## config.mk

```make
export PLATFORM = sky130hd
export DESIGN_NAME = mp_add_ctrl
export DESIGN_NICKNAME = d
export VERILOG_FILES = /design/src/rtl/mp_add_pkg.sv /design/src/rtl/mp_add_word.sv /design/src/rtl/mp_add_ctrl.sv
export SDC_FILE = /design/constraint.sdc
export NUM_CORES = 1
export LEC_CHECK = 0
export BUFFER_PORTS_ARGS = -buffer_cell sky130_fd_sc_hd__buf_2
export CORE_MARGIN = 3
export CORE_UTILIZATION = 40
export CTS_CLUSTER_DIAMETER = 40
export DETAILED_ROUTE_END_ITERATION = 7
export GPL_TIMING_DRIVEN = 0
export HOLD_SLACK_MARGIN = 0.12
export PLACE_DENSITY = 0.6
export RECOVER_POWER = 50
export SLEW_MARGIN = 20
export SYNTH_ARGS = -nofsm -noshare
export SYNTH_HDL_FRONTEND = slang
export SYNTH_HIERARCHICAL = 1
export SYNTH_SLANG_ARGS = --single-unit
```

## constraint.sdc

```tcl
create_clock -name clk -period 14.41 [get_ports clk]
set_input_delay 0.7205 -clock clk [delete_from_list [all_inputs] [get_ports clk]]
set_output_delay 0.7205 -clock clk [all_outputs]
set_load 0.05 [all_outputs]
```

## src/rtl/mp_add_pkg.sv

```systemverilog
// mp_add_pkg: shared state encoding and default sizing for the multi-word adder.
`default_nettype none

package mp_add_pkg;
  localparam int N_DEF     = 8;
  localparam int WORDS_DEF = 4;

  typedef enum logic [1:0] {
    IDLE = 2'd0,
    ADD  = 2'd1,
    DONE = 2'd2
  } state_t;
endpackage

`default_nettype wire

```

## src/rtl/mp_add_word.sv

```systemverilog
// mp_add_word: combinational N-bit ripple-carry adder; c_msb is the carry into the MSB.
`default_nettype none

module mp_add_word
  import mp_add_pkg::*;
#(
  parameter int N = N_DEF
) (
  input  logic [N-1:0] a,
  input  logic [N-1:0] b,
  input  logic         ci,
  output logic [N-1:0] s,
  output logic         co,
  output logic         c_msb
);
  logic [N:0] c;

  assign c[0] = ci;

  for (genvar i = 0; i < N; i++) begin : g_bit
    assign s[i]   = a[i] ^ b[i] ^ c[i];
    assign c[i+1] = (a[i] & b[i]) | (c[i] & (a[i] ^ b[i]));
  end

  assign co    = c[N];
  assign c_msb = c[N-1];
endmodule

`default_nettype wire

```

## src/rtl/mp_add_ctrl.sv

```systemverilog
// mp_add_ctrl: word-serial multi-precision adder, one word per cycle through a single adder.
// Optional signed-overflow output ovf is enabled by defining MP_ADD_OVF_EN.
`default_nettype none

module mp_add_ctrl
  import mp_add_pkg::*;
#(
  parameter int N     = N_DEF,
  parameter int WORDS = WORDS_DEF
) (
  input  logic             clk,
  input  logic             rst_n,
  input  logic             in_valid,
  output logic             in_ready,
  input  logic [N*WORDS-1:0] a,
  input  logic [N*WORDS-1:0] b,
  input  logic             cin,
  output logic             out_valid,
  input  logic             out_ready,
  output logic [N*WORDS-1:0] sum,
  output logic             cout,
  output logic             busy
`ifdef MP_ADD_OVF_EN
  ,
  output logic             ovf
`endif
);
  localparam int IDX_W = $clog2(WORDS);
  localparam logic [IDX_W-1:0] LAST_IDX = IDX_W'(WORDS - 1);

  state_t             state, state_nxt;
  logic [N*WORDS-1:0] a_q, b_q;
  logic               carry;
  logic [IDX_W-1:0]   idx;
  logic               accept, last, handshake;
  logic [N-1:0]       w_a, w_b, w_s;
  logic               w_co;
`ifdef MP_ADD_OVF_EN
  logic               w_cmsb;
`endif

  assign accept    = in_valid && in_ready && (state == IDLE);
  assign last      = (state == ADD) && (idx == LAST_IDX);
  assign handshake = out_valid && out_ready;
  assign busy      = (state != IDLE);

  // One shared word adder, steered by the word index.
  assign w_a = a_q[idx*N +: N];
  assign w_b = b_q[idx*N +: N];

  mp_add_word #(.N(N)) u_word (
    .a     (w_a),
    .b     (w_b),
    .ci    (carry),
    .s     (w_s),
    .co    (w_co),
`ifdef MP_ADD_OVF_EN
    .c_msb (w_cmsb)
`else
    .c_msb ()
`endif
  );

  always_comb begin
    state_nxt = state;
    case (state)
      IDLE:    if (accept) state_nxt = ADD;
      ADD:     if (last) state_nxt = DONE;
      DONE:    if (handshake) state_nxt = IDLE;
      default: state_nxt = IDLE;
    endcase
  end

  always_ff @(posedge clk or negedge rst_n) begin
    if (!rst_n) state <= IDLE;
    else        state <= state_nxt;
  end

  always_ff @(posedge clk or negedge rst_n) begin
    if (!rst_n) begin
      in_ready  <= 1'b0;
      out_valid <= 1'b0;
      a_q       <= '0;
      b_q       <= '0;
      sum       <= '0;
      cout      <= 1'b0;
      carry     <= 1'b0;
      idx       <= '0;
`ifdef MP_ADD_OVF_EN
      ovf       <= 1'b0;
`endif
    end else begin
      // Registered ready: drops on the accept edge, so back-to-back accepts are impossible.
      in_ready <= (state_nxt == IDLE);
      if (accept) begin
        a_q   <= a;
        b_q   <= b;
        carry <= cin;
        idx   <= '0;
      end else if (state == ADD) begin
        sum[idx*N +: N] <= w_s;
        carry           <= w_co;
        if (last) begin
          cout      <= w_co;
          out_valid <= 1'b1;
`ifdef MP_ADD_OVF_EN
          ovf       <= w_cmsb ^ w_co;
`endif
        end else begin
          idx <= idx + 1'b1;
        end
      end else if (handshake) begin
        out_valid <= 1'b0;
      end
    end
  end
endmodule

`default_nettype wire

```

* After elaboration in Yosys (flattened, before gate mapping) *
Index checks and enable logic that the tools add are counted.

operators by class
  mux-type cells = 13
  shift-type cells = 4
  equal/unequal tests = 5
  $add $sub $neg = 2
  bitwise operators = 41
  reductions and logical operators = 13

operator list
  kind                                                    count
  variable part select 32 x 6 -> 8 bit                    2
  negation 5 -> 34 bit                                    1
  variable shift 8 x 34 -> 32 bit (first input constant)  1
  variable part select 8 x 34 -> 32 bit                   1
  bitwise mux 32 bit                                      1
  AND 1 bit                                               16
  bitwise XOR 1 bit                                       16
  2-to-1 mux 2 bit                                        6
  OR 1 bit                                                8
  one-hot mux 2 bit (3 select lines)                      1
  AND reduction 3 bit                                     2
  nonzero test 2 bit                                      3
  2-to-1 mux 1 bit                                        5
  == test 2 bit (second input constant)                   2
  logical AND 1 bit                                       4
  logical NOT 2 bit                                       2
  inequality test 2 bit (second input constant)           2
  AND reduction 2 bit                                     2
  adder 2 x 1 -> 2 bit (second input constant)            1
  == test 2 x 1 -> 1 bit (second input constant)          1
  NOT 1 bit                                               1

storage, ports and cells
  register bits = 104
  output and inout port bits = 36

* Depth between registers and ports, before layout *
  word-level depth = 20
  gate-level depth with buffers = 17

* Modules after synthesis *
Netlist, hierarchy kept.

by module, submodules not included
  module       cells each  area an instance (µm²)  times used  sequential area each (µm²)
  mp_add_ctrl  275         4,735.8                 1           2,602.5
  mp_add_word  18          197.7                   1           0.0

* Worst setup path before layout *
No wires, ideal clock.

  path kind = register to register
  from = reg idx[0]
  to = reg sum[15]
  required time = 14.289 ns
  clock period less this slack = 4.590 ns
  stages on the path, launching flop included = 17
  buffers on the path = 2
  data arrival time = 4.469 ns
  setup time = 0.121 ns
  setup slack = 9.820 ns
  cell sequence = dfrtp_1 > buf_6 > buf_4 > mux4_2 > fa_1 > inv_1 > fa_1 > inv_1 > fa_1 > fa_1 > fa_1 > fa_1 > inv_1 > fa_1 > inv_1 > fa_1 > a22o_1

on the way
  cells in the longest elaborated chain, start to end = 19

ends and longest elaborated chain
  item                                       line                source
  start, declared                            mp_add_ctrl.sv:34   logic [IDX_W-1:0] idx;
  start signal, assigned                     mp_add_ctrl.sv:110  idx <= idx + 1'b1;
  variable part select 32 x 6 -> 8 bit (*)   mp_add_ctrl.sv:48   assign w_a = a_q[idx*N +: N];
  net w_a[0]                                 mp_add_ctrl.sv:36   logic [N-1:0] w_a, w_b, w_s;
  bitwise XOR 1 bit                          mp_add_word.sv:22   assign c[i+1] = (a[i] & b[i]) | (c[i] & (a[i] ^ b[i]));
  AND 1 bit                                  mp_add_word.sv:22
  OR 1 bit (*)                               mp_add_word.sv:22
  AND 1 bit (*)                              mp_add_word.sv:22
  OR 1 bit (*)                               mp_add_word.sv:22
  AND 1 bit (*)                              mp_add_word.sv:22
  (+6 left out)                              --
  OR 1 bit (*)                               mp_add_word.sv:22
  AND 1 bit (*)                              mp_add_word.sv:22
  OR 1 bit (*)                               mp_add_word.sv:22
  net u_word.c_msb                           mp_add_word.sv:14   output logic c_msb
  bitwise XOR 1 bit (*)                      mp_add_word.sv:21   assign s[i] = a[i] ^ b[i] ^ c[i];
  net w_s[7]                                 mp_add_ctrl.sv:36
  variable part select 8 x 34 -> 32 bit (*)  mp_add_ctrl.sv:101  sum[idx*N +: N] <= w_s;
  bitwise mux 32 bit (*)                     mp_add_ctrl.sv:101
  end signal, assigned by index              mp_add_ctrl.sv:101
  end, declared                              mp_add_ctrl.sv:20   output logic [N*WORDS-1:0] sum,

The timed path passes the listed nets; every way through them passes the cells marked *.
A chain may end at the register's enable or synchronous reset.

* Final worst setup path *
  from = reg idx[1]
  to = reg sum[23]

Same word-level chain as after synthesis.

==> flow_summary.json <==
{
  "h-tree-depth": 3,
  "synthFlopType": "dfrtp_1",
  "slew_headroom_pct": -90.00,
  "die_x_um": 117.1,
  "ios": 105,
  "stdcell_area_um2": 5821,
  "synth_top_cell_area_share_pct": 52.75,
  "ir_drop_mv": 0.1205,
  "synthCells": 293,
  "routed_wl_um": 10950,
  "synthTopCellsByCount": "dfrtp_1, mux2_4, a22o_1",
  "grt_usage_pct": 16.99,
  "grt_pass1_vias": 3079,
  "critical_path_class": "flop to flop",
  "insertion_delay_ns": 0.35,
  "postCtsResizedCells": 0,
  "netlist_area_um2": 4933,
  "grt_setup_unrepaired": "no",
  "setup-tns-final_ns": 0,
  "layout.nets": 491,
  "cts_hold_buffers": 0,
  "grt_start_max_net_pins": 57,
  "grt_first_pass_wirelength_um": 17160,
  "vias": 2924,
  "io_buffers": 104,
  "syn-num-nets": 375,
  "synth_top_area_cell": "dfrtp_1",
  "place.detailed.hpwl_um": 8046,
  "violations": "capacitance limit, slew limit",
  "fmax_ghz": 0.1920,
  "postRouteAntennaNets": 0,
  "die_y_um": 117.1,
  "avgSynthCellArea_um2": 16.84,
  "finClkSkew_ns": 0.008434,
  "drc": 0,
  "end_kind": "flop",
  "cap_violations": 2,
  "path_max_fanout": 10,
  "vias_per_cell": 5.250,
  "place_ws_ns": 9.158,
  "clk_path_buf_depth": 2,
  "hold_path_class": "flop to flop",
  "synth_edf_count": 0,
  "critPathLaunchType": "flop",
  "hold_viol": 0,
  "worst_pin_slew_ns": 2.850,
  "cts-root-buf": "clkbuf_16",
  "clock-sinks": 104,
  "cts_tree": "yes",
  "power.density_nw_per_um2": 276.6,
  "cts_made_buffers": 9,
  "gr-total-overflow": 0,
  "antenna_cells": 0,
  "die-area_um2": 13700,
  "ys_types": 31,
  "wl_per_cell_um": 19.65,
  "coreArea_um2": 11710,
  "antenna_found_initial": 0,
  "finalSetupViolations": 0,
  "drtPass1Iterations": 4,
  "drive_gt1_share_pct": 50.48,
  "status": "finished, violations left",
  "gp_congestion": 0.7603,
  "arrival_ns": 5.45,
  "clk_pin_slew_ns": 0.07,
  "required_ns": 14.65,
  "synth_warnings": 6,
  "power.leakage_nw": 2.810,
  "period_needed_ns": 5.207,
  "ys_ff_latch": 104,
  "yosysSeqAreaShare_pct": 52.75,
  "async_flop_share_pct": 100.0,
  "slew_viol_final": 107,
  "drt-initial-drc-count": 181,
  "syn_to_final_growth_pct": 17.98,
  "layout_worst_path_cycle_share_pct": 36.14,
  "worst_slack_ns": 9.203,
  "synth.most_common_cell": "dfrtp_1",
  "fin_hold_ws_ns": 0.4948,
  "num_rows": 39,
  "cts_setup_buffers": 0,
  "dpl-instance-area_um2": 5667,
  "start_util_pct": 42.13,
  "synthTopCellsByArea": "dfrtp_1, mux2_4, mux4_2, a22o_1, fa_1"
}
-- cell usage in the layout (no fill, tap or decap), drive strengths merged, types with 2 or more instances in the layout --
| cell | netlist | routed |
|---|---|---|
| o21ai | 3 | 3 |
| nand3b | 2 | 2 |
| inv | 14 | 15 |
| nor2 | 3 | 3 |
| a21oi | 3 | 3 |
| or2 | 2 | 2 |
| mux4 | 16 | 16 |
| dfrtp | 104 | 104 |
| buf | 12 | 112 |
| a22o | 35 | 35 |
| mux2 | 66 | 66 |
| nand2b | 3 | 3 |
| clkinvlp | 0 | 3 |
| ha | 5 | 5 |
| nand2 | 7 | 7 |
| nor4 | 3 | 3 |
| clkbuf | 0 | 14 |
| fa | 8 | 8 |
| clkinv | 0 | 3 |
-- state kept, by name, indices dropped and copies added (netlist names) --
signal / count
a_q: 32
b_q: 32
carry: 1
cout: 1
idx: 2
in_ready: 1
out_valid: 1
state: 2
sum: 32
-- worst max-delay path, cell delays in order, from the launching register on --
cell,delay [ns]
dfrtp_1,0.37
buf_2,0.29
buf_1,0.62
mux4_2,0.46
fa_1,0.47
inv_1,0.08
fa_1,0.16
inv_1,0.05
fa_1,0.37
fa_1,0.38
fa_1,0.40
fa_1,0.37
inv_1,0.07
fa_1,0.20
inv_1,0.06
fa_1,0.51
a22o_1,0.23
-- stage by stage --
stage                     instances  utilization (%)  total power [mW]
after CTS                       557            50.80             1.650
after global routing            557            49.70             1.715
final                           557            49.70             1.610
after detailed placement        541            48.39             1.413
after floorplan                 293                -             1.177
after global placement          540            48.10             1.388
-- worst paths after layout --
kind                         start  slack [ns]      end  depth (start not counted)
min in group asynchronous    rst_n        1.18  sum[24]                          1
hold / removal             a_q[25]        0.49  a_q[25]                          1
setup reg to reg            idx[1]        9.20  sum[23]                         16
hold reg to reg            a_q[25]        0.49  a_q[25]                          1
setup / recovery            idx[1]        9.20  sum[23]                         16
max in group asynchronous    rst_n        9.56  b_q[25]                          2
-- routing by layer --
metal / part of all wire [%] / global-route usage (%) / wire length (µm) / vias up
met5: 0 / 0 / 0 / -
met1: 48 / 24.40 / 5212 / 1501
met4: 1.6 / 6.498 / 170 / 0
met3: 4.8 / 3.496 / 530 / 10
met2: 46 / 25.52 / 5032 / 95
li1: - / - / - / 1318
-- power by group --
part	total, mW	switching [mW]	internal (mW)
combinational	0.876	0.482	0.394
clock	0.233	0.114	0.119
sequential	0.501	0.0778	0.423
-- cells by family after synthesis --
group,Yosys count,share of synthesized area (%)
AOI/OAI and AO/OA,45,7.456
adders and majority gates,13,4.514
buffers and inverters,26,4.261
DFF,104,52.75
muxes,82,26.93
and+or+nand+nor,23,4.083
-- area by class of cell --
class / count / area (µm²)
multi-input cells: 163 / 2072
inverters: 14 / 52.55
clock buffers: 9 / 225.2
well taps: 143 / 178.9
clock inverters: 7 / 57.56
repair buffers: 105 / 523.0
fillers: 1046 / 5891
plain buffers: 12 / 108.9
flip-flops and latches: 104 / 2603
No activity file was read; power rests on OpenSTA's default activity.
